### config.mk
export PLATFORM = sky130hd
export DESIGN_NAME = shift_sub_divider
export DESIGN_NICKNAME = d
export VERILOG_FILES = /design/src/rtl/shift_sub_divider.sv
export SDC_FILE = /design/constraint.sdc
export NUM_CORES = 1
export LEC_CHECK = 0
export CAP_MARGIN = 10
export CORE_MARGIN = 2
export CORE_UTILIZATION = 60
export CTS_CLUSTER_DIAMETER = 100
export DETAILED_ROUTE_END_ITERATION = 6
export PLACE_DENSITY_LB_ADDON = 0.2
export REMOVE_ABC_BUFFERS = 1
export SYNTH_ARGS = -nofsm -noshare
export SYNTH_HDL_FRONTEND = slang
export SYNTH_SLANG_ARGS = --single-unit
### constraint.sdc
create_clock -name clk -period 5.6 [get_ports clk]
set_clock_uncertainty 0.15 [all_clocks]
set_input_delay 1.12 -clock clk [delete_from_list [all_inputs] [get_ports clk]]
set_output_delay 1.12 -clock clk [all_outputs]
set_load 0.01 [all_outputs]
### src/rtl/shift_sub_divider.sv
// Multi-cycle restoring divider for signed and unsigned operands.
// One quotient bit is produced per clock. Divide-by-zero and signed overflow
// skip the iteration loop and complete in a single cycle.
module shift_sub_divider #(
    parameter int OPERAND_WIDTH = 32
) (
    input  logic                     clk,
    input  logic                     rst,
    input  logic                     start,
    input  logic                     div_signed,
    input  logic [OPERAND_WIDTH-1:0] a,
    input  logic [OPERAND_WIDTH-1:0] b,
    output logic [OPERAND_WIDTH-1:0] q,
    output logic [OPERAND_WIDTH-1:0] r,
    output logic                     done
);

    localparam int W  = OPERAND_WIDTH;
    localparam int CW = $clog2(W) + 1;

    typedef enum logic [1:0] {
        IDLE = 2'd0,
        CALC = 2'd1,
        DONE = 2'd2
    } state_t;

    state_t         state, next_state;
    logic [W-1:0]   dvd_reg;   // dividend magnitude, shifted out MSB first
    logic [W-1:0]   dsr_reg;   // divisor magnitude
    logic [W-1:0]   rem_reg;   // partial remainder
    logic [W-1:0]   quo_reg;   // quotient shift register
    logic [CW-1:0]  cnt;
    logic           neg_q;
    logic           neg_r;

    logic           is_div0;
    logic           is_ovf;
    logic [W-1:0]   a_mag;
    logic [W-1:0]   b_mag;
    logic [W:0]     shifted;
    logic [W:0]     diff;
    logic           fits;
    logic           last_step;

    // Operand classification and magnitudes are decoded from the live inputs,
    // which are only consumed in the IDLE capture cycle.
    assign is_div0 = (b == '0);
    assign is_ovf  = div_signed && (a == {1'b1, {(W-1){1'b0}}}) && (b == '1);
    assign a_mag   = (div_signed && a[W-1]) ? (W'(0) - a) : a;
    assign b_mag   = (div_signed && b[W-1]) ? (W'(0) - b) : b;

    // The shift-in and trial subtract are W+1 bits wide: with the divisor MSB
    // set, the shifted remainder can exceed W bits and its carry must be kept.
    assign shifted   = {rem_reg, dvd_reg[W-1]};
    assign diff      = shifted - {1'b0, dsr_reg};
    assign fits      = ~diff[W];
    assign last_step = (cnt == CW'(W - 1));

    // State register.
    // NOTE: clocked state uses non-blocking assignments so every flop samples
    // the pre-edge values, independent of process evaluation order.
    always_ff @(posedge clk) begin
        if (rst) state <= IDLE;
        else     state <= next_state;
    end

    // Next-state decode.
    always_comb begin
        next_state = state;
        case (state)
            IDLE: if (start) next_state = (is_div0 || is_ovf) ? DONE : CALC;
            CALC: if (last_step) next_state = DONE;
            DONE: if (!start) next_state = IDLE;
            default: next_state = IDLE;
        endcase
    end

    // Datapath: operand capture in IDLE, one restoring step per CALC cycle,
    // hold in DONE so the result stays stable.
    always_ff @(posedge clk) begin
        if (rst) begin
            dvd_reg <= '0;
            dsr_reg <= '0;
            rem_reg <= '0;
            quo_reg <= '0;
            cnt     <= '0;
            neg_q   <= 1'b0;
            neg_r   <= 1'b0;
        end else begin
            case (state)
                IDLE: begin
                    if (start) begin
                        cnt     <= '0;
                        dvd_reg <= a_mag;
                        dsr_reg <= b_mag;
                        if (is_div0) begin
                            // Special results are parked directly in the
                            // quotient/remainder registers with no sign fix-up.
                            quo_reg <= '1;
                            rem_reg <= a;
                            neg_q   <= 1'b0;
                            neg_r   <= 1'b0;
                        end else if (is_ovf) begin
                            quo_reg <= a;
                            rem_reg <= '0;
                            neg_q   <= 1'b0;
                            neg_r   <= 1'b0;
                        end else begin
                            quo_reg <= '0;
                            rem_reg <= '0;
                            neg_q   <= div_signed & (a[W-1] ^ b[W-1]);
                            neg_r   <= div_signed & a[W-1];
                        end
                    end
                end
                CALC: begin
                    rem_reg <= fits ? diff[W-1:0] : shifted[W-1:0];
                    quo_reg <= {quo_reg[W-2:0], fits};
                    dvd_reg <= {dvd_reg[W-2:0], 1'b0};
                    cnt     <= cnt + CW'(1);
                end
                default: ;
            endcase
        end
    end

    // Outputs: sign-corrected result while in DONE, zero otherwise.
    // NOTE: every output gets a default first so no path leaves it unassigned,
    // which would infer a latch.
    always_comb begin
        done = 1'b0;
        q    = '0;
        r    = '0;
        if (state == DONE) begin
            done = 1'b1;
            q    = neg_q ? (W'(0) - quo_reg) : quo_reg;
            r    = neg_r ? (W'(0) - rem_reg) : rem_reg;
        end
    end

endmodule
# Word-level counts from Yosys, hierarchy flattened
# Cells that the tools add are included.
# word_totals
ff_bits	138
output_inout_bits	65
input_bits	68
# classes
n_bitwise	4
eq_ne	8
add_sub_neg	6
reduce_logical	11
muxes	28
# ops
cell	count
two-way mux 32 bit	13
one-hot mux 32 bit (2 select lines)	3
subtractor 1 x 32 -> 32 bit, first input constant	4
== test 32 bit, second input constant	2
subtractor 33 x 32 -> 33 bit	1
logical NOT 32 bit	1
one-hot mux 6 bit (2 select lines)	1
two-way mux 2 bit	4
adder 6 x 1 -> 6 bit, second input constant	1
== test 6 x 5 -> 1 bit, second input constant	1
two-way mux 6 bit	1
!= test 2 bit, second input constant	3
one-hot mux 2 bit (3 select lines)	1
two-way mux 1 bit	5
logical AND 1 bit	4
AND reduction 2 bit	2
AND reduction 3 bit	1
bitwise AND 1 bit	2
== test 2 x 1 -> 1 bit, second input constant	1
== test 2 bit, second input constant	1
logical NOT 2 bit	1
nonzero test 2 bit	1
logical OR 1 bit	1
NOT 1 bit	1
bitwise XOR 1 bit	1

# Longest topological paths before layout
# Gate-level depths: netlist of the first run.
# depth
word_depth	7
ltp_mapped	13
mapped_depth_nobuf	11

# Worst setup path after synthesis of the first run
# OpenSTA, ideal clock, no wires.
# synth_timing
kind	register to output
start	register quo_reg[10]
end	output port q[28]
arrival_ps	2976
stages_incl_launch_ff	9
slack_ps	1354
cell_sequence	dfxtp_1 -> or4_4 -> or3_4 -> or3_4 -> or4_4 -> or4_4 -> o31ai_1 -> xor2_1 -> nor2_1
# synth_between
elab_chain_cells	3
# synth_lines
element	line	source
start, declared	31	logic [W-1:0] quo_reg;
start signal, assigned	118	quo_reg <= {quo_reg[W-2:0], fits};
subtractor 1 x 32 -> 32 bit	136	q = neg_q ? (W'(0) - quo_reg) : quo_reg;
two-way mux 32 bit	136	
two-way mux 32 bit	134	if (state == DONE) begin
end, declared	13	output logic [OPERAND_WIDTH-1:0] q,
# No other way between the ends.

# Worst setup path in the final report of the first run
# layout_timing
start	register quo_reg[10]
end	output port q[29]
# The elaborated chain is that of the path after synthesis.

==> results of run 1 <==
[layer usage]
metal / GRT usage / vias to the layer above / share of wire
met3: 0.06062 / 95 / 0.075
met5: 0 / - / 0
met4: 0.1563 / 0 / 0.041
met1: 0.4570 / 5360 / 0.43
met2: 0.5248 / 540 / 0.45
li1: - / 5583 / -
[per-stage QoR]
stage | worst slack, ns | TNS [ns] | instances | hold WS, ns
final | 0.2814 | 0 | 1807 | 0.3009
after floorplan | -1.468 | -47.25 | 1396 | 0.2755
after detailed placement | 0.7565 | 0 | 1775 | 0.2946
after CTS | 0.2849 | 0 | 1807 | 0.3033
after global placement | 0.8273 | 0 | 1775 | 0.2888
after global routing | 0.09948 | 0 | 1807 | 0.3154
[power by group through the flow]
| stage | Combinational [W] | Clock (W) | Sequential [W] |
|---|---|---|---|
| floorplan | 0.00103 | 0 | 0.00119 |
| global placement | 0.00142 | 0 | 0.00121 |
| detailed placement | 0.00144 | 0 | 0.00122 |
| CTS | 0.00146 | 0.00126 | 0.00120 |
| global route | 0.00163 | 0.00130 | 0.00121 |
| finish | 0.00150 | 0.00126 | 0.00120 |
[critical path: cells and delay by family, from the launching register on]
| family | cells | cell delay (ns) |
|---|---|---|
| and+or+nand+nor | 6 | 2.31 |
| buffers and inverters | 1 | 0.54 |
| DFF | 1 | 0.38 |
| AOI/OAI and AO/OA | 1 | 0.27 |
| xor gates and xnor gates | 1 | 0.12 |
[placed cells by master (no fill, tap or decap), drive strengths merged, types with 4 or more instances in the layout]
cell / instances
nor4: 15
nand2: 118
nand4: 16
nor2: 233
or3: 16
nand3b: 5
o31ai: 31
a31oi: 35
and3: 9
buf: 19
o211ai: 15
o41ai: 15
nor2b: 8
mux2i: 6
xnor2: 51
clkdlybuf4s50: 131
o21ai: 51
clkbuf: 18
inv: 63
ha: 38
nand3: 29
clkinv: 4
o2111ai: 4
a221oi: 5
and2: 27
or4: 19
o21a: 8
a22oi: 10
o221ai: 7
a311oi: 19
xor2: 87
nand2b: 7
dfxtp: 138
bufinv: 4
a21o: 12
nor3: 33
or2: 5
a211oi: 94
a21oi: 138
[cells by family (layout without fill, tap and decap cells)]
| kind of cell | count (synthesis) | after routing | synth area share |
|---|---|---|---|
| XOR/XNOR | 138 | 138 | 0.1116 |
| multiplexers | 8 | 8 | 0.007627 |
| flip-flops | 138 | 138 | 0.2552 |
| AO/OA/AOI/OAI | 471 | 471 | 0.2886 |
| adder cells (fa/ha/maj) | 39 | 39 | 0.04576 |
| AND/OR/NAND/NOR | 544 | 544 | 0.2328 |
| buffers and inverters | 162 | 240 | 0.05848 |
[how the worst min path moves through the flow]
stage	slack, ns	cells after the start	end
after floorplan	0.28	2	dvd_reg[24]
after global placement	0.29	2	dvd_reg[4]
after detailed placement	0.29	2	dvd_reg[24]
after CTS	0.30	2	dvd_reg[5]
after global routing	0.32	2	dvd_reg[5]
final	0.30	2	dvd_reg[5]
[cell type report]
| class | count | area, sq um |
|---|---|---|
| Multi-Input combinational cell | 1200 | 7467 |
| Fill cell | 1531 | 5004 |
| Sequential cell | 138 | 2763 |
| Timing Repair Buffer | 150 | 1454 |
| Clock buffer | 18 | 439.2 |
| Tap cell | 229 | 286.5 |
| Inverter | 58 | 217.7 |
| Clock inverter | 14 | 210.2 |
==> results.md, run 1 <==
- Starting Density: 0.6068
- Area post-placement: 12190 sq um
- Crit path required time: 4.33 ns
- Dpl hpwl: 23260 microns
- Vias/cell: 6.407
- Number of synthesized register bits: 138
- Port bufs: 132
- Drt wl/cell: 18.14 microns
- Longest Clk Path Bufs: 2
- Setup crit start kind: flop
- Tmin final: 5.319 ns
- Syn. warnings: 0
- Hold Crit Start: dvd_reg[5]
- Clock sink count: 138
- Pre-antenna DRT Iters: 6
- Clk root buf: clkbuf_16
- First-pass GRT wire length: 53580 microns
- Switch share: 0.3873
- P_sw: 0.001531 W
- Remaining DRCs: 0
- RSZ-0062 raised after global routing: no
- Hold Violations, Final: 0
- Count of cell types in the netlist: 64
- Chip Height: 138.3 microns
- Routed Antenna Nets: 0
- CP max FO: 7
- DRT iter0 DRCs: 1048
- Fin nets: 1672
- Post-synthesis sequential area ratio: 0.2552
- Asr flop ratio synth: 0
- Num ports: 133
- Cell Chain, Critical Path: or4_4 > or3_4 > or3_4 > or4_4 > or4_4 > o41ai_2 > xor2_1 > nor2_1 > clkdlybuf4s50_1
- Synth top area cells: dfxtp_1 (26%), nor2_1 (8.1%), xor2_1 (7.0%)
- Reg2reg path depth: 12
- # Post-CTS Setup Buffers: 0
- Crit share post-route: 0.9498
- Top-area cell type share of the netlist area: 0.2552
- Share of cells above drive strength 1: 0.04816
- Core area: 17840 sq um
- Leakage: 4.695 nW
- Clock buffer count from CTS: 17
- Clk pwr share: 0.318
- Grt ovf: 0
- Setup slack, reg-to-reg: 1.52 ns
- Final design area excluding fillers: 12840 sq um
- Post-cts sizing count: 0
- Post-synth EDFFs: 0
- Clock Latency Late Sink: 0.44 ns
- Comb pwr share: 0.378
- WP data arrival: 4.05 ns
- PwrDens: 308.0 nW/um^2
- Largest net degree at the start of global routing: 77
- CTS Hold Bufs: 0
- Actual slew at the worst max-slew pin: 1.151 ns
- Routability cong.: 0.9919
- Antenna fix cells: 0
- Count leader, synth: nor2_1
- Max incr delay on CP: 0.57 ns
- H-tree depth: 4
- Reg2reg start: dvd_reg[31]
- Relative slew slack: 0.2314
- Area Overhead vs Synth: 18.57%
- Vias in the first global route: 10630
- Total global-route track usage: 0.3375
- Main synth FF type: dfxtp_1
- Setup crit end: q[29]
- TritonCTS clock tree: built
- Initial antenna violation count: 0
- Reg power frac: 0.304
- Routed wire length: 32770 microns
- Synthesized area per cell: 7.218 sq um
- Slowest CP cell: or4_4
- Cells after Synth: 1500
- Synth top cells by count: nor2_1 (233), a21oi_1 (138), dfxtp_1 (138)
- Critical Path Most Common Cell: or4_4
- Setup Viol. Count Final: 0
- Die area: 19140 sq um
- Width of the die: 138.3 microns
- Critical path class: flop to output port
- Max Slew Vio Count: 0
- Int Pwr: 0.002422 W
- Mapped Area: 10830 sq um
- Fin util: 0.7195
- Crit path launch: quo_reg[10]
- FP Rows: 49
- Hold WC Path Type: flop to flop
- Worst-path clk slew: 0.07 ns
- Outcome: complete, no violations
- Via Count: 11580
- Fmax: 188.0 MHz
- Leading area contributor after synthesis: dfxtp_1
- Crit. End Element: output port
- Number of max-cap violations: 0
- Worst-case vdd ir drop: 277.9 uV
- Overall Power: 0.003953 W
- RR Endpoint: rem_reg[13]
Power figures use the tool's default switching activity.
==> inputs of run 2 (changes only) <==
==> constraint.sdc (replaced) <==
create_clock -name clk -period 6.5 [get_ports clk]
set_clock_uncertainty 0.15 [all_clocks]
set_input_delay 1.3 -clock clk [delete_from_list [all_inputs] [get_ports clk]]
set_output_delay 1.3 -clock clk [all_outputs]
set_load 0.01 [all_outputs]
==> run 2 against run 1 <==
  * Flip-flop and latch count did not move
  * Via count shrank 0.41%
  * Die area unchanged
  * Combinational power decreased by 16%
  * Worst hold slack better by 0.0021 ns
  * Non-clock buffer count down 4
  * Global-route usage is 0.50 points lower
  * Routed wire length is 1.4% lower
  * Largest cell class unchanged
==> results.md, run 2 (synthesis results as in run 1) <==
- Outcome: complete, no violations (unchanged)
- Clock Latency Late Sink: 0.43 ns (was 0.44 ns)
- Pre-antenna DRT Iters: 5 (was 6)
- # Post-CTS Setup Buffers: 0 (unchanged)
- Fin util: 0.7138 (was 0.7195)
- Port bufs: 132 (unchanged)
- Hold Violations, Final: 0 (unchanged)
- Area post-placement: 12160 sq um (was 12190 sq um)
- Vias/cell: 6.395 (was 6.407)
- Crit path required time: 5.05 ns (was 4.33 ns)
- CTS Hold Bufs: 0 (unchanged)
- Routed wire length: 32320 microns (was 32770 microns)
- Reg2reg start: dvd_reg[31] (unchanged)
- Final design area excluding fillers: 12730 sq um (was 12840 sq um)
- Grt ovf: 0 (unchanged)
- Worst-case vdd ir drop: 215.1 uV (was 277.9 uV)
- Core area: 17840 sq um (unchanged)
- Dpl hpwl: 23030 microns (was 23260 microns)
- Starting Density: 0.6068 (unchanged)
- DRT iter0 DRCs: 887 (was 1048)
- Number of max-cap violations: 0 (unchanged)
- Crit. End Element: output port (unchanged)
- PwrDens: 256.3 nW/um^2 (was 308.0 nW/um^2)
- Comb pwr share: 0.387 (was 0.378)
- Clock sink count: 138 (unchanged)
- P_sw: 0.001316 W (was 0.001531 W)
- Longest Clk Path Bufs: 2 (unchanged)
- Setup crit start kind: flop (unchanged)
- Critical path class: flop to output port (unchanged)
- Post-cts sizing count: 0 (unchanged)
- Die area: 19140 sq um (unchanged)
- Share of cells above drive strength 1: 0.04574 (was 0.04816)
- Setup slack, reg-to-reg: 1.67 ns (was 1.52 ns)
- Num ports: 133 (unchanged)
- Worst-path clk slew: 0.06 ns (was 0.07 ns)
- Routed Antenna Nets: 0 (unchanged)
- Remaining DRCs: 0 (unchanged)
- Int Pwr: 0.001948 W (was 0.002422 W)
- WP data arrival: 4.01 ns (was 4.05 ns)
- Switch share: 0.4032 (was 0.3873)
- Routability cong.: 0.9984 (was 0.9919)
- Chip Height: 138.3 microns (unchanged)
- Fin Setup TNS: 0 ns (unchanged)
- Tmin final: 5.458 ns
- Setup Viol. Count Final: 0 (unchanged)
- Most common cell after layout, fill and taps aside: nor2_1 (unchanged)
- Width of the die: 138.3 microns (unchanged)
- Area Overhead vs Synth: 17.62% (was 18.57%)
- Initial antenna violation count: 0 (unchanged)
- Total global-route track usage: 0.3325 (was 0.3375)
- Fin nets: 1668 (was 1672)
- H-tree depth: 4 (unchanged)
- Vias in the first global route: 10550 (was 10630)
- Crit path launch: quo_reg[10] (unchanged)
- RSZ-0062 raised after global routing: no (unchanged)
- CP max FO: 7 (unchanged)
- Clk pwr share: 0.296 (was 0.318)
- Max Slew Vio Count: 0 (unchanged)
- Setup crit end: q[29] (unchanged)
- Drt wl/cell: 17.93 microns (was 18.14 microns)
- Leakage: 4.627 nW (was 4.695 nW)
- Clk root buf: clkbuf_16 (unchanged)
- Crit share post-route: 0.8397
- Hold slack: 0.3030 ns (was 0.3009 ns)
- RR Endpoint: rem_reg[28] (was rem_reg[13])
- Actual slew at the worst max-slew pin: 1.124 ns (was 1.151 ns)
- Clock buffer count from CTS: 17 (unchanged)
- Largest net degree at the start of global routing: 86 (was 77)
- TritonCTS clock tree: built (unchanged)
- Reg2reg path depth: 11 (was 12)
- Relative slew slack: 0.2494 (was 0.2314)
- Reg power frac: 0.317 (was 0.304)
- FP Rows: 49 (unchanged)
- Antenna fix cells: 0 (unchanged)
- Via Count: 11530 (was 11580)
- Hold WC Path Type: flop to flop (unchanged)
- First-pass GRT wire length: 53050 microns (was 53580 microns)
- Fmax: 183.2 MHz
- Overall Power: 0.003263 W (was 0.003953 W)
- Most frequent cells in the layout: nor2_1 (230), a21oi_1 (138), dfxtp_1 (138) (unchanged)
==> run 2: changes by cell type in the layout (fill, tap and decap cells not counted), sizes merged <==
cell / delta
buf: -4
bufinv: -3
clkbuf: -1
clkinv: -3
clkinvlp: +4
inv: +3
==> run 2: how the worst min path moves through the flow <==
stage	startpoint	endpoint	slack, ns	cells past startpoint
2_1_floorplan	dvd_reg[24]	dvd_reg[24]	0.28	2
3_3_place_gp	dvd_reg[4]	dvd_reg[4]	0.29	2
3_5_place_dp	dsr_reg[31]	dsr_reg[31]	0.29	2
4_1_cts	dsr_reg[31]	dsr_reg[31]	0.30	2
5_1_grt	dsr_reg[31]	dsr_reg[31]	0.32	2
6_report	dvd_reg[24]	dvd_reg[24]	0.30	2
==> run 2: layout make-up <==
type                    instances  area, sq um
flip-flops and latches        138         2763
clock buffers                  17        425.4
clock inverters                15        151.4
fillers                      1512         5106
repair buffers                146         1424
inverters                      58        217.7
well taps                     229        286.5
multi-input cells            1200         7467
==> run 2: worst max-delay path: stages, from the launching register on <==
cell and delay, ns:
dfxtp_1 0.38, or4_4 0.56, or3_4 0.35, or3_4 0.40, or4_4 0.44, or4_4 0.46, o41ai_2 0.27, xor2_1 0.10
nor2_1 0.09, clkdlybuf4s50_1 0.53
==> run 2: stage by stage <==
step | std cells | setup slack (ns)
floorplan | 1396 | -0.7479
global placement | 1771 | 1.563
detailed placement | 1771 | 1.487
CTS | 1803 | 1.030
global route | 1803 | 0.8404
finish | 1803 | 1.042
==> run 2: per-layer routing <==
layer,part of all wire,wire (microns),track usage,vias up
met5,0,0,0,-
met4,0.048,1567,0.1660,0
li1,-,-,-,5556
met1,0.44,14180,0.4500,5341
met2,0.44,14240,0.5169,533
met3,0.072,2332,0.05230,100
==> run 2: power groups by stage <==
stage | combinational (W) | sequential [W] | clock (W)
2_1_floorplan | 0.000890 | 0.00102 | 0
3_3_place_gp | 0.00121 | 0.00104 | 0
3_5_place_dp | 0.00123 | 0.00105 | 0
4_1_cts | 0.00124 | 0.00103 | 0.000969
5_1_grt | 0.00139 | 0.00104 | 0.00101
6_report | 0.00126 | 0.00103 | 0.000966
